File: src/rtl/bht_update_scheduler_pkg.sv
// Shared BHT update constants and entry packing, reused by the BHT and execute.
package bht_update_scheduler_pkg;
  localparam int BHT_IDX_W     = 8;
  localparam int BHT_UPD_DEPTH = 4;

  // Queue entry layout: {idx, dir}, dir in the LSB.
  typedef struct packed {
    logic [BHT_IDX_W-1:0] idx;
    logic                 dir;
  } bht_upd_t;

  localparam int BHT_UPD_W = $bits(bht_upd_t);
endpackage

File: src/rtl/bht_update_scheduler_if.sv
// Execute-side update bus plus BHT write port of the update scheduler.
interface bht_update_scheduler_if
  import bht_update_scheduler_pkg::*;
#(
  parameter int IDX_W = BHT_IDX_W,
  parameter int DEPTH = BHT_UPD_DEPTH
) ();
  logic                     stall;
  logic                     upd0_valid;
  logic [IDX_W-1:0]         upd0_idx;
  logic                     upd0_dir;
  logic                     upd1_valid;
  logic [IDX_W-1:0]         upd1_idx;
  logic                     upd1_dir;
  logic                     upd_ready;
  logic                     bht_we;
  logic [IDX_W-1:0]         bht_widx;
  logic                     bht_wdir;
  logic [$clog2(DEPTH):0]   q_count;
  logic                     ovf_err;

  modport slave (
    input  stall, upd0_valid, upd0_idx, upd0_dir, upd1_valid, upd1_idx, upd1_dir,
    output upd_ready, bht_we, bht_widx, bht_wdir, q_count, ovf_err
  );

  modport master (
    output stall, upd0_valid, upd0_idx, upd0_dir, upd1_valid, upd1_idx, upd1_dir,
    input  upd_ready, bht_we, bht_widx, bht_wdir, q_count, ovf_err
  );
endinterface

File: src/rtl/bht_upd_fifo.sv
// 2-write/1-read circular buffer with occupancy count; caller guarantees no overflow/underflow.
module bht_upd_fifo
  import bht_update_scheduler_pkg::*;
#(
  parameter int  DEPTH = BHT_UPD_DEPTH,
  parameter int  W     = BHT_UPD_W,
  localparam int PTR_W = $clog2(DEPTH),
  localparam int CNT_W = PTR_W + 1
) (
  input  logic             clk,
  input  logic             srst,
  input  logic [1:0]       wr_cnt,
  input  logic [W-1:0]     wr_data0,
  input  logic [W-1:0]     wr_data1,
  input  logic             pop,
  output logic [W-1:0]     rd_data,
  output logic [CNT_W-1:0] count
);
  logic [W-1:0]     mem_q [DEPTH];
  logic [W-1:0]     mem_d [DEPTH];
  logic [PTR_W-1:0] head_q, head_d, tail_q, tail_d, tail_nxt;
  logic [CNT_W-1:0] count_q, count_d;

  always_comb begin
    mem_d    = mem_q;
    tail_nxt = tail_q + PTR_W'(1);
    if (wr_cnt != 2'd0) mem_d[tail_q]   = wr_data0;
    if (wr_cnt == 2'd2) mem_d[tail_nxt] = wr_data1;
    tail_d  = tail_q + PTR_W'(wr_cnt);
    head_d  = head_q + PTR_W'(pop);
    count_d = count_q + CNT_W'(wr_cnt) - CNT_W'(pop);
  end

  always_ff @(posedge clk) begin
    if (srst) begin
      head_q  <= '0;
      tail_q  <= '0;
      count_q <= '0;
    end else begin
      head_q  <= head_d;
      tail_q  <= tail_d;
      count_q <= count_d;
    end
  end

  // Payload storage needs no reset: occupancy alone says what is valid.
  always_ff @(posedge clk) begin
    mem_q <= mem_d;
  end

  assign rd_data = mem_q[head_q];
  assign count   = count_q;
endmodule

File: src/rtl/bht_update_scheduler.sv
// Funnels up to two branch updates per cycle into the single BHT write port.
// Optional same-cycle bypass of an empty queue: define BHT_UPD_BYPASS_EN.
module bht_update_scheduler
  import bht_update_scheduler_pkg::*;
#(
  parameter int DEPTH = BHT_UPD_DEPTH,
  parameter int IDX_W = BHT_IDX_W
) (
  input logic                    clk,
  input logic                    resetn,
  bht_update_scheduler_if.slave  bus
);
  localparam int CNT_W = $clog2(DEPTH) + 1;
  localparam int W     = IDX_W + 1;

  logic [CNT_W-1:0] count;
  logic [W-1:0]     head, e0, e1, first_e, wr0, drive;
  logic [1:0]       wr_cnt, n_valid;
  logic             any_valid, ready, pop, byp;
  logic             ovf_err_q, ovf_err_d;

  always_comb begin
    e0        = {bus.upd0_idx, bus.upd0_dir};
    e1        = {bus.upd1_idx, bus.upd1_dir};
    any_valid = bus.upd0_valid | bus.upd1_valid;
    n_valid   = {1'b0, bus.upd0_valid} + {1'b0, bus.upd1_valid};
    first_e   = bus.upd0_valid ? e0 : e1;
    ready     = count <= CNT_W'(DEPTH - 2);
    pop       = (count != '0) && !bus.stall;
`ifdef BHT_UPD_BYPASS_EN
    byp       = (count == '0) && !bus.stall && ready && any_valid;
`else
    byp       = 1'b0;
`endif
    // A bypassed oldest update leaves only slot 1 (if any) for the queue.
    wr_cnt = 2'd0;
    wr0    = first_e;
    if (ready) begin
      wr_cnt = n_valid - {1'b0, byp};
      if (byp) wr0 = e1;
    end
    ovf_err_d = ovf_err_q | (any_valid && !ready);
  end

  always_ff @(posedge clk) begin
    if (resetn) ovf_err_q <= 1'b0;
    else        ovf_err_q <= ovf_err_d;
  end

  bht_upd_fifo #(.DEPTH(DEPTH), .W(W)) u_fifo (
    .clk      (clk),
    .srst     (resetn),
    .wr_cnt   (wr_cnt),
    .wr_data0 (wr0),
    .wr_data1 (e1),
    .pop      (pop),
    .rd_data  (head),
    .count    (count)
  );

  // Outputs are forced to their idle values while reset is held.
  always_comb begin
    drive = '0;
    if (!resetn) begin
      if (pop)      drive = head;
      else if (byp) drive = first_e;
    end
    bus.bht_we    = !resetn && (pop || byp);
    bus.bht_widx  = drive[W-1:1];
    bus.bht_wdir  = drive[0];
    bus.upd_ready = resetn || ready;
    bus.q_count   = resetn ? '0 : count;
    bus.ovf_err   = !resetn && ovf_err_q;
  end
endmodule

File: src/flat_wrapper.sv
// flat-port wrapper written by rule: the top's interface ports become plain ports
module bht_update_scheduler_flat import bht_update_scheduler_pkg::*;
#(
  parameter int DEPTH = BHT_UPD_DEPTH,
  parameter int IDX_W = BHT_IDX_W
)
  (clk, resetn, bus_stall, bus_upd0_valid, bus_upd0_idx, bus_upd0_dir, bus_upd1_valid, bus_upd1_idx, bus_upd1_dir, bus_upd_ready, bus_bht_we, bus_bht_widx, bus_bht_wdir, bus_q_count, bus_ovf_err);
  bht_update_scheduler_if #(.IDX_W(IDX_W), .DEPTH(DEPTH)) bus_i ();
  input logic clk;
  input logic resetn;
  input wire logic [$bits(bus_i.stall)-1:0] bus_stall;
  input wire logic [$bits(bus_i.upd0_valid)-1:0] bus_upd0_valid;
  input wire logic [$bits(bus_i.upd0_idx)-1:0] bus_upd0_idx;
  input wire logic [$bits(bus_i.upd0_dir)-1:0] bus_upd0_dir;
  input wire logic [$bits(bus_i.upd1_valid)-1:0] bus_upd1_valid;
  input wire logic [$bits(bus_i.upd1_idx)-1:0] bus_upd1_idx;
  input wire logic [$bits(bus_i.upd1_dir)-1:0] bus_upd1_dir;
  output wire logic [$bits(bus_i.upd_ready)-1:0] bus_upd_ready;
  output wire logic [$bits(bus_i.bht_we)-1:0] bus_bht_we;
  output wire logic [$bits(bus_i.bht_widx)-1:0] bus_bht_widx;
  output wire logic [$bits(bus_i.bht_wdir)-1:0] bus_bht_wdir;
  output wire logic [$bits(bus_i.q_count)-1:0] bus_q_count;
  output wire logic [$bits(bus_i.ovf_err)-1:0] bus_ovf_err;
  assign bus_i.stall = bus_stall;
  assign bus_i.upd0_valid = bus_upd0_valid;
  assign bus_i.upd0_idx = bus_upd0_idx;
  assign bus_i.upd0_dir = bus_upd0_dir;
  assign bus_i.upd1_valid = bus_upd1_valid;
  assign bus_i.upd1_idx = bus_upd1_idx;
  assign bus_i.upd1_dir = bus_upd1_dir;
  assign bus_upd_ready = bus_i.upd_ready;
  assign bus_bht_we = bus_i.bht_we;
  assign bus_bht_widx = bus_i.bht_widx;
  assign bus_bht_wdir = bus_i.bht_wdir;
  assign bus_q_count = bus_i.q_count;
  assign bus_ovf_err = bus_i.ovf_err;
  bht_update_scheduler #(.DEPTH(DEPTH), .IDX_W(IDX_W)) u_core (.clk(clk), .resetn(resetn), .bus(bus_i));
endmodule
File: config.mk
export PLATFORM = sky130hd
export DESIGN_NAME = bht_update_scheduler_flat
export DESIGN_NICKNAME = d
export VERILOG_FILES = /design/src/rtl/bht_update_scheduler_pkg.sv /design/src/rtl/bht_update_scheduler_if.sv /design/src/rtl/bht_upd_fifo.sv /design/src/rtl/bht_update_scheduler.sv /design/src/flat_wrapper.sv
export SDC_FILE = /design/constraint.sdc
export NUM_CORES = 1
export LEC_CHECK = 0
export ABC_CLOCK_PERIOD_IN_PS = 6860
export BUFFER_PORTS_ARGS = -buffer_cell sky130_fd_sc_hd__buf_4
export CORE_AREA = 4 4 114 73
export CTS_BUF_LIST = sky130_fd_sc_hd__clkbuf_16
export DETAILED_ROUTE_END_ITERATION = 7
export DIE_AREA = 0 0 118 77
export REMOVE_ABC_BUFFERS = 1
export SETUP_SLACK_MARGIN = 0.02
export SLEW_MARGIN = 20
export SYNTH_ARGS = -nofsm -noshare
export SYNTH_HDL_FRONTEND = slang
export SYNTH_HIERARCHICAL = 1
export SYNTH_SLANG_ARGS = --single-unit
File: constraint.sdc
create_clock -name clk -period 6.86 [get_ports clk]
set_input_delay 1.372 -clock clk [delete_from_list [all_inputs] [get_ports clk]]
set_output_delay 1.372 -clock clk [all_outputs]
set_load 0.02 [all_outputs]
Yosys cells after proc, flatten, opt, wreduce, memory -nomap -nowiden
Index checks and enable logic that the tools add are counted.
Widths: inputs -> output; s select.
{"block": "totals", "reg_bits": 44}
{"block": "classes", "n_addsub": 6, "mux": 16, "bitwise_logic": 5, "reduce_logical": 12, "n_eq_ne": 1, "n_lt_le_gt_ge": 6}
{"op": "$bwmux 36", "n": 2}
{"op": "$mux 36", "n": 2}
{"op": "$mux 9", "n": 7}
{"op": "$demux 9 s2", "n": 2}
{"op": "$bmux 9 s2", "n": 1}
{"op": "$ge 3x3->1 const B", "n": 3}
{"op": "$not 2->3", "n": 3}
{"op": "$logic_and 1x1->1", "n": 6}
{"op": "$lt 3x1->1 const B", "n": 2}
{"op": "$add 3x2->3", "n": 1}
{"op": "$le 3x2->1 const B", "n": 1}
{"op": "$logic_not 1->1", "n": 3}
{"op": "$mux 3", "n": 1}
{"op": "$reduce_bool 3->1", "n": 1}
{"op": "$sub 3x1->3", "n": 1}
{"op": "$add 1x1->2", "n": 1}
{"op": "$add 2x1->2", "n": 1}
{"op": "$add 2x1->2 const B", "n": 1}
{"op": "$add 2x2->2", "n": 1}
{"op": "$eq 2x2->1 const B", "n": 1}
{"op": "$mux 2", "n": 1}
{"op": "$or 1x1->1", "n": 2}
{"op": "$reduce_bool 2->1", "n": 1}
{"op": "$logic_or 1x1->1", "n": 1}

Depth between registers and ports, before layout
{"block": "depth", "word_depth": 9, "mapped_depth": 13, "mapped_depth_nobuf": 11}

Modules after synthesis
The synthesis kept the hierarchy.
{"mod": "bht_upd_fifo", "seq_area_each_um2": 860.8, "cells_each": 243, "area_each_um2": 2162.1, "n_inst": 1}
{"mod": "bht_update_scheduler", "seq_area_each_um2": 20.0, "cells_each": 41, "area_each_um2": 311.5, "n_inst": 1}

Worst setup path after synthesis
OpenSTA, ideal clock, no wires.
{"block": "synth_timing", "path_type": "input -> register", "from": "input port bus_upd0_valid", "to": "register u_core.u_fifo.count_q[2] (netlist: u_core/u_fifo/count[2])", "cell_stages": 13, "slack_ns": 3.411, "n_path_buf": 2, "t_required_ns": 6.745, "arrival_time_ns": 3.335, "cell_sequence": "buf_2 inv_1 ha_1 and2_1 buf_6 inv_1 ha_1 inv_1 ha_1 fa_1 xor2_1 xnor2_1 nor2_1"}
{"block": "synth_between", "elab_chain_len": 4}
{"item": "from (decl)", "line": "flat_wrapper.sv:12", "source": "input wire logic [$bits(bus_i.upd0_valid)-1:0] bus_upd0_valid;"}
{"item": "$add 1x1->2", "line": "bht_update_scheduler.sv:26", "source": "n_valid = {1'b0, bus.upd0_valid} + {1'b0, bus.upd1_valid};"}
{"item": "$mux 2", "line": "bht_update_scheduler.sv:38", "source": "if (ready) begin"}
{"item": "net u_core.wr_cnt[0]", "line": "bht_update_scheduler.sv:18", "source": "logic [1:0] wr_cnt, n_valid;"}
{"item": "$add 3x2->3", "line": "bht_upd_fifo.sv:31", "source": "count_d = count_q + CNT_W'(wr_cnt) - CNT_W'(pop);"}
{"item": "$sub 3x1->3", "line": "bht_upd_fifo.sv:31"}
{"item": "to (signal assigned)", "line": "bht_upd_fifo.sv:42", "source": "count_q <= count_d;"}
{"item": "to (decl)", "line": "bht_upd_fifo.sv:22", "source": "logic [CNT_W-1:0] count_q, count_d;"}
The timed path passes the listed nets, and every way through them passes these cells.
A chain may end at the register's enable or synchronous reset.

Worst setup path after layout
{"block": "layout_timing", "from": "input port resetn", "to": "output port bus_bht_widx[1]"}
{"block": "layout_between", "elab_chain_len": 1}
{"item": "from (decl)", "line": "flat_wrapper.sv:10", "source": "input logic resetn;"}
{"item": "$mux 9", "line": "bht_update_scheduler.sv:64", "source": "if (!resetn) begin"}
{"item": "to (decl)", "line": "flat_wrapper.sv:20", "source": "output wire logic [$bits(bus_i.bht_widx)-1:0] bus_bht_widx;"}
No other way between the ends.

==> metrics <==
first-pass iteration count of the detailed router=4; CTS Buf Count=5; Pins Over Slew Limit=0; crit-path max FO=15; max incr delay on CP=0.65 ns; GR peak layer=met1; Fmax=251 MHz; slowest cell on the critical path=nor2_1; Layout area overhead=18.1%; CTS sink cnt=44; worst setup path startpoint=resetn; Worst-path clk slew=0.06 ns; Mean Syn Cell Area=8.71 sq um; CTS tree=built; Total Nets Final=338; Worst EP required=5.49 ns; Layout Skew=0.00417 ns; Max-cap violations=0; leakage=1.22 nW; dpl hpwl=4460 um; routed len/inst=16.8 um; CP Launch Type=input port; DRC viols=0; CP endpoint kind=output port; Seq cells post-synth=44; layout cells sized above 1=0.221; Worst R2R Start=u_core/u_fifo/count[1]; global-route wire length before repair=11,000 um; clock buffer depth=2; post-layout min period=3.99 ns; post-CTS setup buffers=0; EDFF count, synth=0; most used flip-flop cell after synthesis=dfxtp_1; Worst Max-Slew Pin Slew=0.865 ns; Die Span Y=77 um; mapped cell area=2470 sq um; Overflow after GRT=0; hold_buf cts=0; Worst Hold Class=reg2reg; Multi-input gate area=1430 sq um; relative slew slack=0.421; final wirelength=6690 um; Setup CP Type=in2out; Die X=118 um; Initial DRC Count=187; Clock Tree Root=clkbuf_16; WHS Endpoint=u_core/u_fifo/mem_q[16]; cells after synthesis=284; Async S/R FF share, synth=0; unrepaired setup endpoints after global routing=no; Resize count post-CTS=0; met2 usage=0.214; Ys Warns=6; unique cell type count in the Yosys netlist=38; remaining antenna violation count=0; WP data arrival=2.61 ns; most common cell after layout, fill and taps aside=dfxtp_1; num ports=38; detailed-route via count=2,192; setup tns final=0 ns; register area share after synthesis=0.356; outcome=complete, no violations; biggest area consumer among synthesized cells=dfxtp_1; R2R depth=10; share of the synthesized area in the top cell type=0.356; reg2reg setup slack=4.45 ns; core area=7150 sq um; GRT met1 Usage=0.224; Port Buffers=37; Rows=24; initial core utilization=0.346; ranking of synthesized cells by area=dfxtp_1, mux4_2, o21ai_0, a31oi_1, nand3_1; Vias/cell=5.49; final hold vios=0; met3 usage=0.0419; GRT Util Overall=0.150; Max VDD drop=0.158 mV; register area=881 sq um; Layout fillers=700; largest net degree at the start of global routing=28; hold path cells=2; Crit path top cell by count=buf_4; commonest non-fill, non-tap cells in the layout=dfxtp_1, buf_4, o21ai_0; GP Congestion=0.771; hold wc startpoint=u_core/u_fifo/mem_q[16]; initial antenna violation count=0; worst path cell trace=buf_4 > nor2_1 > and3_1 > buf_4; number of global-route vias before repair=2,101; Power Total=1.25 mW; die area=9090 sq um; H-tree depth=2; worst r2r dst=u_core/u_fifo/count[2]; Final Cycle Share=0.581; Pwr Density=427 nW/um^2; Antenna diodes=0; clk_lat worst skew=0.28 ns; final count of negative-setup-slack endpoints=0
cell families after synthesis:
logic type | Yosys count | synth area share
mux | 27 | 0.159
simple gates | 97 | 0.196
compound gates | 70 | 0.161
buf+inv | 33 | 0.0663
fa+ha+maj | 8 | 0.0435
flops | 44 | 0.356
xor+xnor | 5 | 0.0177
flip-flops by register name, indices dropped and copies added, names as in the netlist:
name                  count
u_core/u_fifo/head_q      2
u_core/u_fifo/count       3
u_core/ovf_err_q          1
u_core/u_fifo/mem_q      36
u_core/u_fifo/tail_q      2
worst max-delay path: cells and delay by family:
kind          cells  cell delay [ns]
simple gates      2             0.92
buf+inv           2             0.30
how the worst max path moves through the flow:
stage               slack [ns]              end  cells past startpoint
finish                    2.87  bus_bht_widx[1]                      4
global route              2.85  bus_bht_widx[1]                      4
CTS                       2.92  bus_bht_widx[1]                      4
detailed placement        2.92  bus_bht_widx[1]                      4
global placement          2.94  bus_bht_widx[1]                      4
floorplan                 3.57     bus_bht_wdir                      2
per-stage QoR:
step	std cells	setup WS, ns	hold slack [ns]	util	instance area [sq um]
after floorplan	260	3.57	0.464	-	2340
after global placement	391	2.94	0.476	0.386	2760
after detailed placement	391	2.92	0.482	0.386	2760
after CTS	399	2.92	0.491	0.409	2920
after global routing	399	2.85	0.515	0.409	2920
final	399	2.87	0.491	0.409	2920
power by group:
group / total, mW / switching, mW / internal [mW] / leakage, nW
Combinational: 0.502 / 0.258 / 0.244 / 0.770
Clock: 0.267 / 0.0970 / 0.170 / 0.0850
Sequential: 0.478 / 0.0938 / 0.384 / 0.369
Total: 1.25 / 0.449 / 0.798 / 1.22
area by class of cell:
cell class,count,share of cell area
multi-input cells,207,0.489
flip-flops and latches,44,0.301
clock inverters,3,0.0133
clock buffers,5,0.0428
well taps,91,0.0390
repair buffers,40,0.103
inverters,9,0.0116
Yosys cell counts (2+ instances only):
cell,count
nor2b_1,9
inv_1,8
xnor2_1,4
nand2_1,9
buf_2,10
nor3_1,3
mux2i_1,9
o21ai_0,36
a31oi_1,27
and2_1,2
dfxtp_1,44
buf_6,2
nand3_1,27
mux4_2,9
mux2_2,9
nor2_1,32
clkbuf_1,9
and3_1,9
ha_1,7
metal layers:
layer  wire [um]  share of wire  vias to the layer above
li1            -              -                     1067
met1        3020           0.45                     1011
met2        2860           0.43                      112
met3         803           0.12                        2
met4           8         0.0012                        0
met5           0              0                        -
(Power assumes the default switching activity.)
